**src/rtl/addsub_arbiter.sv**
```systemverilog
// addsub_arbiter: round-robin front end that shares one combinational 16-bit
// add/sub datapath between two requesters. One operation is in flight at a
// time: operands are registered onto the adder, held for SETTLE cycles, then
// the adder outputs are captured and returned with the requester ID.
module addsub_arbiter #(
    parameter int WIDTH  = 16,
    parameter int SETTLE = 1
) (
    input  logic             clk,
    input  logic             rst_n,

    input  logic             req0_valid,
    output logic             req0_ready,
    input  logic [WIDTH-1:0] req0_A,
    input  logic [WIDTH-1:0] req0_B,
    input  logic             req0_op,

    input  logic             req1_valid,
    output logic             req1_ready,
    input  logic [WIDTH-1:0] req1_A,
    input  logic [WIDTH-1:0] req1_B,
    input  logic             req1_op,

    output logic [WIDTH-1:0] A,
    output logic [WIDTH-1:0] B,
    output logic             Add_ctrl,
    input  logic [WIDTH-1:0] SUM,
    input  logic             C_out,
    input  logic             O,

    output logic             rsp_valid,
    input  logic             rsp_ready,
    output logic             rsp_id,
    output logic [WIDTH-1:0] rsp_sum,
    output logic             rsp_cout,
    output logic             rsp_ovf
);

    // SETTLE is at most 15, so the remaining-cycles counter fits in 4 bits.
    localparam int              CNT_W       = 4;
    localparam logic [CNT_W-1:0] SETTLE_LOAD = CNT_W'(SETTLE - 1);

    typedef enum logic [1:0] {
        IDLE = 2'd0,
        EXEC = 2'd1,
        RESP = 2'd2
    } state_t;

    state_t             state;
    logic               last;        // ID of the most recent grant
    logic [CNT_W-1:0]   settle_cnt;  // cycles left before sampling the adder

    logic               grant_valid;
    logic               grant_id;
    logic [WIDTH-1:0]   grant_a;
    logic [WIDTH-1:0]   grant_b;
    logic               grant_op;

    // Round-robin decision: only in IDLE and never while reset is asserted.
    always_comb begin
        // NOTE: every output of this block gets a default first so that no
        // path through the ifs leaves it unassigned (that would infer a latch).
        grant_valid = 1'b0;
        grant_id    = 1'b0;
        if (rst_n && (state == IDLE)) begin
            if (req0_valid && req1_valid) begin
                grant_valid = 1'b1;
                grant_id    = ~last;
            end else if (req0_valid) begin
                grant_valid = 1'b1;
                grant_id    = 1'b0;
            end else if (req1_valid) begin
                grant_valid = 1'b1;
                grant_id    = 1'b1;
            end
        end
    end

    // Ready is raised only toward the winner, so a grant is also a handshake.
    assign req0_ready = grant_valid & ~grant_id;
    assign req1_ready = grant_valid &  grant_id;

    // Select the winning requester's operation for loading onto the adder.
    always_comb begin
        grant_a  = req0_A;
        grant_b  = req0_B;
        grant_op = req0_op;
        if (grant_id) begin
            grant_a  = req1_A;
            grant_b  = req1_B;
            grant_op = req1_op;
        end
    end

    // Sequencer: accept, hold operands while the adder settles, capture, respond.
    always_ff @(posedge clk or negedge rst_n) begin
        if (!rst_n) begin
            state      <= IDLE;
            last       <= 1'b1;
            settle_cnt <= '0;
            A          <= '0;
            B          <= '0;
            Add_ctrl   <= 1'b1;
            rsp_valid  <= 1'b0;
            rsp_id     <= 1'b0;
            rsp_sum    <= '0;
            rsp_cout   <= 1'b0;
            rsp_ovf    <= 1'b0;
        end else begin
            // NOTE: all state here uses non-blocking assignment so every
            // register samples pre-edge values regardless of statement order.
            case (state)
                IDLE: begin
                    if (grant_valid) begin
                        A          <= grant_a;
                        B          <= grant_b;
                        Add_ctrl   <= grant_op;
                        rsp_id     <= grant_id;
                        last       <= grant_id;
                        settle_cnt <= SETTLE_LOAD;
                        state      <= EXEC;
                    end
                end
                EXEC: begin
                    if (settle_cnt == '0) begin
                        rsp_sum   <= SUM;
                        rsp_cout  <= C_out;
                        rsp_ovf   <= O;
                        rsp_valid <= 1'b1;
                        state     <= RESP;
                    end else begin
                        settle_cnt <= settle_cnt - 1'b1;
                    end
                end
                RESP: begin
                    // Data registers keep their value after the handshake.
                    if (rsp_ready) begin
                        rsp_valid <= 1'b0;
                        state     <= IDLE;
                    end
                end
                default: begin
                    state <= IDLE;
                end
            endcase
        end
    end

endmodule

```
**config.mk**
```make
export PLATFORM = sky130hd
export DESIGN_NAME = addsub_arbiter
export DESIGN_NICKNAME = d
export VERILOG_FILES = /design/src/rtl/addsub_arbiter.sv
export SDC_FILE = /design/constraint.sdc
export NUM_CORES = 1
export LEC_CHECK = 0
export ABC_AREA = 1
export CAP_MARGIN = 25
export CORE_MARGIN = 2
export CORE_UTILIZATION = 39
export CTS_CLUSTER_SIZE = 10
export DETAILED_ROUTE_END_ITERATION = 6
export GPL_ROUTABILITY_DRIVEN = 1
export PLACE_DENSITY = 0.91
export SLEW_MARGIN = 20
export SYNTH_ARGS = -nofsm -noshare
export SYNTH_HDL_FRONTEND = slang
export SYNTH_SLANG_ARGS = --single-unit
```
**constraint.sdc**
```tcl
create_clock -name clk -period 2.3 [get_ports clk]
set_input_delay 0.69 -clock clk [delete_from_list [all_inputs] [get_ports clk]]
set_output_delay 0.69 -clock clk [all_outputs]
set_load 0.05 [all_outputs]
```
== After elaboration in Yosys (flattened, before gate mapping) ==
Cells that the tools add are included.
W data, S select, Z words.

* Shifts and indexed selects: 0
* Bitwise gates (word level): 4
* Multipliers: 0
* Add/subtract/negate cells: 1
* Order comparisons: 0
* Multiplexer cells: 20
* Div/mod/pow operators: 0
* Equality and inequality tests: 6
* Reduce and logical (&&, ||, !) cells: 11

{| class="wikitable"
|+ Operators by type and width
! operator !! number
|-
| $mux W16 || 2
|-
| $mux W1 || 10
|-
| $reduce_and A3 Y1 || 3
|-
| $mux W4 || 2
|-
| $ne A2 B2 Y1 const B || 4
|-
| $pmux W4 S2 || 1
|-
| $mux W2 || 3
|-
| $pmux W2 S3 || 1
|-
| $logic_not A4 Y1 || 1
|-
| $reduce_and A2 Y1 || 2
|-
| $reduce_bool A2 Y1 || 2
|-
| $sub A4 B1 Y4 const B || 1
|-
| $and A1 B1 Y1 || 2
|-
| $eq A2 B1 Y1 const B || 1
|-
| $eq A2 B2 Y1 const B || 1
|-
| $logic_and A1 B1 Y1 || 2
|-
| $logic_not A2 Y1 || 1
|-
| $not A1 Y1 || 2
|-
| $pmux W1 S2 || 1
|}

* Word-level logic and storage cells: 53
* Memories kept: 0
* ROM bits: 0
* Input port bits: 89
* Bits in latches: 0
* RAM bits: 0
* Flip-flop bits (word level): 60
* Output and inout port bits: 55

== Logic depth before layout (Yosys ltp) ==
Gate-level depths: netlist (run 1).

* Word-level depth: 6
* Depth in mapped cells: 8
* Gate-level depth less buffers: 8

== Least setup slack after synthesis (run 1) ==
No wires, ideal clock.

* Path kind: input-to-output
* Start: input req1_valid
* End: output req1_ready
* Arrival: 1.638 ns
* Cell stages on the path: 5
* Slack: -0.028 ns
* Required time: 1.610 ns
* Cell sequence: inv_1 a21oi_2 buf_2 nand2_1 inv_1

* Cells in the longest elaborated chain, start to end: 5
* Elaborated cells between the ends (all ways): 9

{| class="wikitable"
|+ Ends and longest elaborated chain
! item !! line !! source
|-
| start, declared || 18 || <nowiki>input logic req1_valid,</nowiki>
|-
| $mux W1 || 72 || <nowiki>end else if (req1_valid) begin</nowiki>
|-
| $mux W1 || 69 || <nowiki>end else if (req0_valid) begin</nowiki>
|-
| $mux W1 || 66 || <nowiki>if (req0_valid && req1_valid) begin</nowiki>
|-
| $mux W1 || 65 || <nowiki>if (rst_n && (state == IDLE)) begin</nowiki>
|-
| $and A1 B1 Y1 * || 81 || <nowiki>assign req1_ready = grant_valid & grant_id;</nowiki>
|-
| end, declared || 19 || <nowiki>output logic req1_ready,</nowiki>
|}

Every way passes the cells marked *; elsewhere a longest branch is shown, timed or not.

== Worst setup path after layout (run 1) ==
* Start: register rsp_sum[9]
* End: output rsp_sum[9]

{| class="wikitable"
|+ RTL lines
! item !! line !! source
|-
| start, declared || 34 || <nowiki>output logic [WIDTH-1:0] rsp_sum,</nowiki>
|-
| start signal, assigned || 106 || <nowiki>rsp_sum <= '0;</nowiki>
|-
| start signal, assigned || 126 || <nowiki>rsp_sum <= SUM;</nowiki>
|}

No word-level cell between the ends.

==> results.sh, run 1 <==
export IMPL_cts_sink_count=60
export IMPL_post_route_period_util_pct=96.2
export IMPL_grt_pass1_vias=2454
export IMPL_hold_class="input port to asynchronous set/reset pin"
export IMPL_die_x_microns=87.3
export IMPL_path_cells="clkdlybuf4s50_1"
export IMPL_row_count=30
export IMPL_maxSlewHeadroom_pct=54.5
export IMPL_start_util_pct=40.0
export IMPL_clockRootBuffer="clkbuf_8"
export IMPL_port_buffers=143
export IMPL_n_antenna_cell=0
export IMPL_clkLatencyLatePin_ns=0.33
export IMPL_fmax_ghz=0.452
export IMPL_rsz0062_at_grt="false"
export IMPL_area_delta_synth_final_pct=62.9
export IMPL_final_layout_size_suffix_gt1_share_pct=11.5
export IMPL_gp_congestion=0.681
export IMPL_cp_data_required_time_ns=1.61
export IMPL_numCtsBuffers=9
export IMPL_fin_nets=545
export IMPL_synth_distinct_cells=22
export IMPL_critPathLaunchType="flip-flop"
export IMPL_finalCriticalPeriod_ns=2.21
export IMPL_synthArstFlopShare_pct=100
export IMPL_cp_num_cells=1
export IMPL_ys_flop_type="dfrtp_1"
export IMPL_power_density_mw_per_mm2=1520
export IMPL_timing_setup_critical_path_class="flip-flop to output port"
export IMPL_die_height_microns=87.3
export IMPL_cp_end_kind="output port"
export IMPL_synthCells=305
export IMPL_grt_pass1_wl_microns=11600
export IMPL_drt_initial_drc_count=81
export IMPL_yosysTopAreaCellShare_pct=53.7
export IMPL_synth_most_common_cell="nand2_1"
export IMPL_arrival_ns=1.52
export IMPL_grt_ovfl_total=0
export IMPL_status="finished, final reports clean"
export IMPL_grt_max_degree=43
export IMPL_yosys_top_cells_area="dfrtp_1, nand2_1, nand3_1"
export IMPL_path_clk_slew_ns=0.07
export IMPL_cts_buffer_depth=2
export IMPL_slowest_delay_ns=0.82
export IMPL_core_region_area_sq_mm=0.00676
export IMPL_synth_cells_most_frequent="nand2_1, nand3_1, dfrtp_1"
export IMPL_whs_ns=0.413
export IMPL_avgSynthCellArea_sq_um=8.87
export IMPL_htree_levels=3
export IMPL_drcViolationCount=0
export IMPL_ioPinCount=144
export IMPL_crit_fanout=2
export IMPL_vdd_ir_drop_max_mv=1.02
export IMPL_yosys_area_top_type="dfrtp_1"
export IMPL_reg2reg_depth=5
export IMPL_path_delay_family="buffers and inverters"
export IMPL_setup_viol=0
export IMPL_dp_hpwl_microns=5430
export IMPL_routed_wirelength_microns=7550
export IMPL_die_area_sq_mm=0.00762
export IMPL_via_per_inst=4.88
export IMPL_ant_nets=0
export IMPL_synth_seq_cells=60
export IMPL_worst_slew_pin_slew_ns=0.682
export IMPL_synth_edff_count=0
export IMPL_skew_ns=0.0121
export IMPL_hold_violations=0
export IMPL_vias=2633
export IMPL_wl_per_cell_microns=14.0
export IMPL_p_leak_nw=2.03
export IMPL_tritoncts="done"
export IMPL_critPathBufInv=1
export IMPL_ys_seq_area_share_pct=55.6
export IMPL_synth_warnings=0
export IMPL_maxSlewViolCount=0
export IMPL_syn_nets=395
export IMPL_grt_usage_pct=19.8
export IMPL_setup_tns_ns=0
export IMPL_cap_violations=0
export IMPL_synth_area_sq_mm=0.00270
export IMPL_finalPower_w=0.00672
export IMPL_antenna_found_initial=0
export IMPL_slowest_stage="clkdlybuf4s50_1"
export IMPL_dr_pass1_iters=4
[area by class of cell]
cell class / count / area, sq um
Clock buffer: 12 / 145
Clock inverter: 4 / 25.0
Fill cell: 549 / 2350
Inverter: 26 / 101
Multi-Input combinational cell: 203 / 993
Sequential cell: 60 / 1500
Tap cell: 80 / 100
Timing Repair Buffer: 155 / 1540
[per-stage QoR]
stage | setup slack [ns] | utilization, % | instances | cell area [sq um]
finish | 0.0876 | 65.2 | 540 | 4400
floorplan | 0.0491 | - | 305 | 2710
detailed placement | -0.147 | 62.4 | 522 | 4210
CTS | 0.0675 | 65.2 | 540 | 4400
global placement | -0.144 | 62.4 | 522 | 4210
global route | 0.00675 | 65.2 | 540 | 4400
[power by group]
| group | switching, W | internal, W |
|---|---|---|
| clock network | 0.000407 | 0.000417 |
| logic | 0.00264 | 0.00136 |
| registers | 0.000301 | 0.00158 |
| total | 0.00335 | 0.00336 |
[flip-flops by register name, summed over array words and instances (netlist names)]
signal      cells
A              16
B              16
rsp_sum        16
settle_cnt      4
state           2
Add_ctrl        1
last            1
rsp_cout        1
rsp_id          1
rsp_ovf         1
rsp_valid       1
[routing by layer]
metal | share of wire, % | GRT usage (%) | up-vias
met4 | 2.3 | 8.95 | 0
met3 | 10 | 7.20 | 14
met2 | 45 | 31.3 | 117
li1 | - | - | 1282
met1 | 42 | 24.3 | 1220
met5 | 0 | 0 | -
[timing repair]
item / in CTS / in global routing
resized for setup: 6 / 0
hold buffers: 0 / 0
buffers inserted: 2 / 0
setup endpoints to repair: 2 / 0
[cells by family (layout without fill, tap and decap cells)]
logic type,Yosys count,in the layout,synth area share (%)
AND/OR/NAND/NOR,178,178,29.6
flip-flops,60,60,55.6
buffers and inverters,42,197,8.10
AO/OA/AOI/OAI,23,23,5.88
adder cells (fa/ha/maj),1,1,0.463
XOR/XNOR,1,1,0.324
[path summary, 6_finish.rpt]
kind                                            from                     end  slack, ns
max                           rsp_sum[9]$_DFFE_PN0P_              rsp_sum[9]       0.09
min                                            rst_n        A[5]$_DFFE_PN0P_       0.41
max reg2reg                settle_cnt[0]$_DFFE_PN0P_  rsp_sum[9]$_DFFE_PN0P_       0.46
min in group clk                  rsp_id$_DFFE_PN0P_      rsp_id$_DFFE_PN0P_       0.48
min reg2reg                       rsp_id$_DFFE_PN0P_      rsp_id$_DFFE_PN0P_       0.48
max in group asynchronous                      rst_n    Add_ctrl$_DFFE_PN1P_       1.40
[placed cells by master (no fill, tap or decap), types with 2 or more instances in the layout]
cell type,netlist,routed
clkbuf_1,0,2
nand2_2,0,2
inv_1,26,24
buf_4,0,12
nor2_2,2,2
o21ai_1,8,8
clkinv_2,0,2
o21ai_2,10,10
clkbuf_8,0,10
o22ai_1,2,2
clkinvlp_4,0,3
clkdlybuf4s50_1,0,137
dfstp_2,2,2
buf_12,0,2
nand3_1,68,68
nand2_1,102,100
dfrtp_1,58,58
nor2_1,2,2
dlygate4sd2_1,0,2
o21ai_0,2,2
(Power assumes the default switching activity.)
==> run 2, diff against run 1 <==
--- a/config.mk
+++ b/config.mk
@@ -9,10 +9,12 @@
 export CAP_MARGIN = 25
 export CORE_MARGIN = 2
 export CORE_UTILIZATION = 39
+export CTS_CLUSTER_DIAMETER = 50
 export CTS_CLUSTER_SIZE = 10
 export DETAILED_ROUTE_END_ITERATION = 6
 export GPL_ROUTABILITY_DRIVEN = 1
 export PLACE_DENSITY = 0.91
+export RECOVER_POWER = 50
 export SLEW_MARGIN = 20
 export SYNTH_ARGS = -nofsm -noshare
 export SYNTH_HDL_FRONTEND = slang
==> results.sh, run 2 (synthesized netlist as in run 1, its figures left out) <==
export IMPL_status="finished, final reports clean"
export IMPL_numCtsBuffers=9
export IMPL_r2r_start="state[1]$_DFFE_PN0P_"
export IMPL_switching_share_pct=49.9
export IMPL_pwr_share_clk_pct=12.3
export IMPL_cts_buffer_depth=2
export IMPL_cts_sink_count=60
export IMPL_antenna_found_initial=0
export IMPL_row_count=30
export IMPL_path_delay_family="buffers and inverters"
export IMPL_routed_wirelength_microns=7560
export IMPL_path_cells="clkdlybuf4s50_1"
export IMPL_critPathLaunchType="flip-flop"
export IMPL_start_util_pct=40.0
export IMPL_power_internal_w=0.00335
export IMPL_final_common_cell="clkdlybuf4s50_1"
export IMPL_core_region_area_sq_mm=0.00676
export IMPL_final_cell_mix="clkdlybuf4s50_1, nand2_1, nand3_1"
export IMPL_slowest_delay_ns=0.82
export IMPL_hold_violations=0
export IMPL_rsz0062_at_grt="false"
export IMPL_placed_cells=522
export IMPL_critPathBufInv=1
export IMPL_p_comb_share_pct=59.6
export IMPL_htree_levels=3
export IMPL_drcViolationCount=0
export IMPL_holdPathStages=2
export IMPL_grt_pass1_wl_microns=11600
export IMPL_path_clk_slew_ns=0.07
export IMPL_whs_ns=0.479
export IMPL_postCtsHoldBufs=0
export IMPL_min_from="rsp_id$_DFFE_PN0P_"
export IMPL_r2r_end="settle_cnt[0]$_DFFE_PN0P_"
export IMPL_grt_usage_pct=19.8
export IMPL_hold_end="rsp_id$_DFFE_PN0P_"
export IMPL_grt_max_degree=43
export IMPL_area_delta_synth_final_pct=62.1
export IMPL_die_height_microns=87.3
export IMPL_wl_per_cell_microns=14.0
export IMPL_hold_class="flip-flop to flip-flop"
export IMPL_grt_pass1_vias=2454
export IMPL_die_area_sq_mm=0.00762
export IMPL_maxSlewHeadroom_pct=30.4
export IMPL_dr_pass1_iters=4
export IMPL_via_per_inst=4.87
export IMPL_grt_ovfl_total=0
export IMPL_drt_initial_drc_count=80
export IMPL_r2r_slack_ns=0.44
export IMPL_finalCriticalPeriod_ns=2.21
export IMPL_vias=2629
export IMPL_arrival_ns=1.52
export IMPL_dp_hpwl_microns=5430
export IMPL_fin_nets=545
export IMPL_instances_no_fill=540
export IMPL_final_layout_size_suffix_gt1_share_pct=10.9
export IMPL_clkLatencyLatePin_ns=0.33
export IMPL_clockRootBuffer="clkbuf_8"
export IMPL_tritoncts="done"
export IMPL_port_buffers=143
export IMPL_p_leak_nw=2.02
export IMPL_die_x_microns=87.3
export IMPL_vdd_ir_drop_max_mv=1.02
export IMPL_p_seq_share_pct=28.1
export IMPL_skew_ns=0.0120
export IMPL_reg2reg_depth=5
export IMPL_reg_top3="A: 16 flops, B: 16 flops, rsp_sum: 16 flops"
export IMPL_ioPinCount=144
export IMPL_cp_data_required_time_ns=1.61
export IMPL_cp_end_kind="output port"
export IMPL_fillers=554
export IMPL_timing_setup_critical_path_class="flip-flop to output port"
export IMPL_n_antenna_cell=0
export IMPL_fmax_ghz=0.452
export IMPL_crit_fanout=2
export IMPL_cap_violations=0
export IMPL_setup_viol=0
export IMPL_p_switching_w=0.00335
export IMPL_ant_nets=0
export IMPL_post_route_period_util_pct=96.2
export IMPL_slowest_stage="clkdlybuf4s50_1"
export IMPL_power_density_mw_per_mm2=1530
export IMPL_maxSlewViolCount=0
export IMPL_gp_congestion=0.681
export IMPL_worst_slew_pin_slew_ns=1.04
export IMPL_crit_path_start="rsp_sum[9]$_DFFE_PN0P_"
[run 2: cell types whose count changed in the layout (fill, tap and decap cells not counted), sizes merged]
| cell | change |
|---|---|
| buf | -4 |
| clkbuf | +4 |
[run 2: worst max-delay path by stage]
stage | depth (start not counted) | slack (ns) | endpoint
after floorplan | 5 | 0.05 | req1_ready
after global placement | 6 | -0.14 | req1_ready
after detailed placement | 6 | -0.15 | req1_ready
after CTS | 1 | 0.07 | rsp_sum[8]
after global routing | 1 | 0.007 | rsp_sum[8]
final | 1 | 0.09 | rsp_sum[9]
[run 2: timing repair]
action,CTS,global route
gates resized for setup,6,0
setup endpoints to repair,2,0
buffers inserted,2,0
[run 2: power by group through the flow]
stage               clock, W  combinational [W]  sequential [W]
CTS                 0.000844            0.00405         0.00189
global route        0.000896            0.00423         0.00194
global placement           0            0.00393         0.00187
finish              0.000823            0.00399         0.00188
detailed placement         0            0.00403         0.00189
floorplan                  0            0.00109         0.00345
[run 2: metrics by stage]
step | util [%] | setup slack, ns | setup TNS (ns) | power (W) | area, sq um
after floorplan | - | 0.0491 | 0 | 0.00454 | 2710
after global placement | 62.4 | -0.144 | -0.235 | 0.00581 | 4210
after detailed placement | 62.4 | -0.147 | -0.253 | 0.00592 | 4210
after CTS | 65.2 | 0.0675 | 0 | 0.00678 | 4400
after global routing | 64.9 | 0.00675 | 0 | 0.00707 | 4380
final | 64.9 | 0.0876 | 0 | 0.00670 | 4380
[run 2: layout make-up]
| type | count | area, sq um | area share, % |
|---|---|---|---|
| inverters | 26 | 101 | 2.31 |
| repair buffers | 155 | 1530 | 34.8 |
| multi-input cells | 203 | 981 | 22.4 |
| well taps | 80 | 100 | 2.28 |
| flip-flops and latches | 60 | 1500 | 34.3 |
| clock buffers | 12 | 145 | 3.31 |
| clock inverters | 4 | 25.0 | 0.571 |
[run 2: layer usage]
| metal | track usage [%] | vias to the layer above | routed length (microns) |
|---|---|---|---|
| met5 | 0 | - | 0 |
| met2 | 31.3 | 112 | 3440 |
| met1 | 24.3 | 1220 | 3200 |
| li1 | - | 1283 | - |
| met3 | 7.20 | 14 | 746 |
| met4 | 8.95 | 0 | 174 |
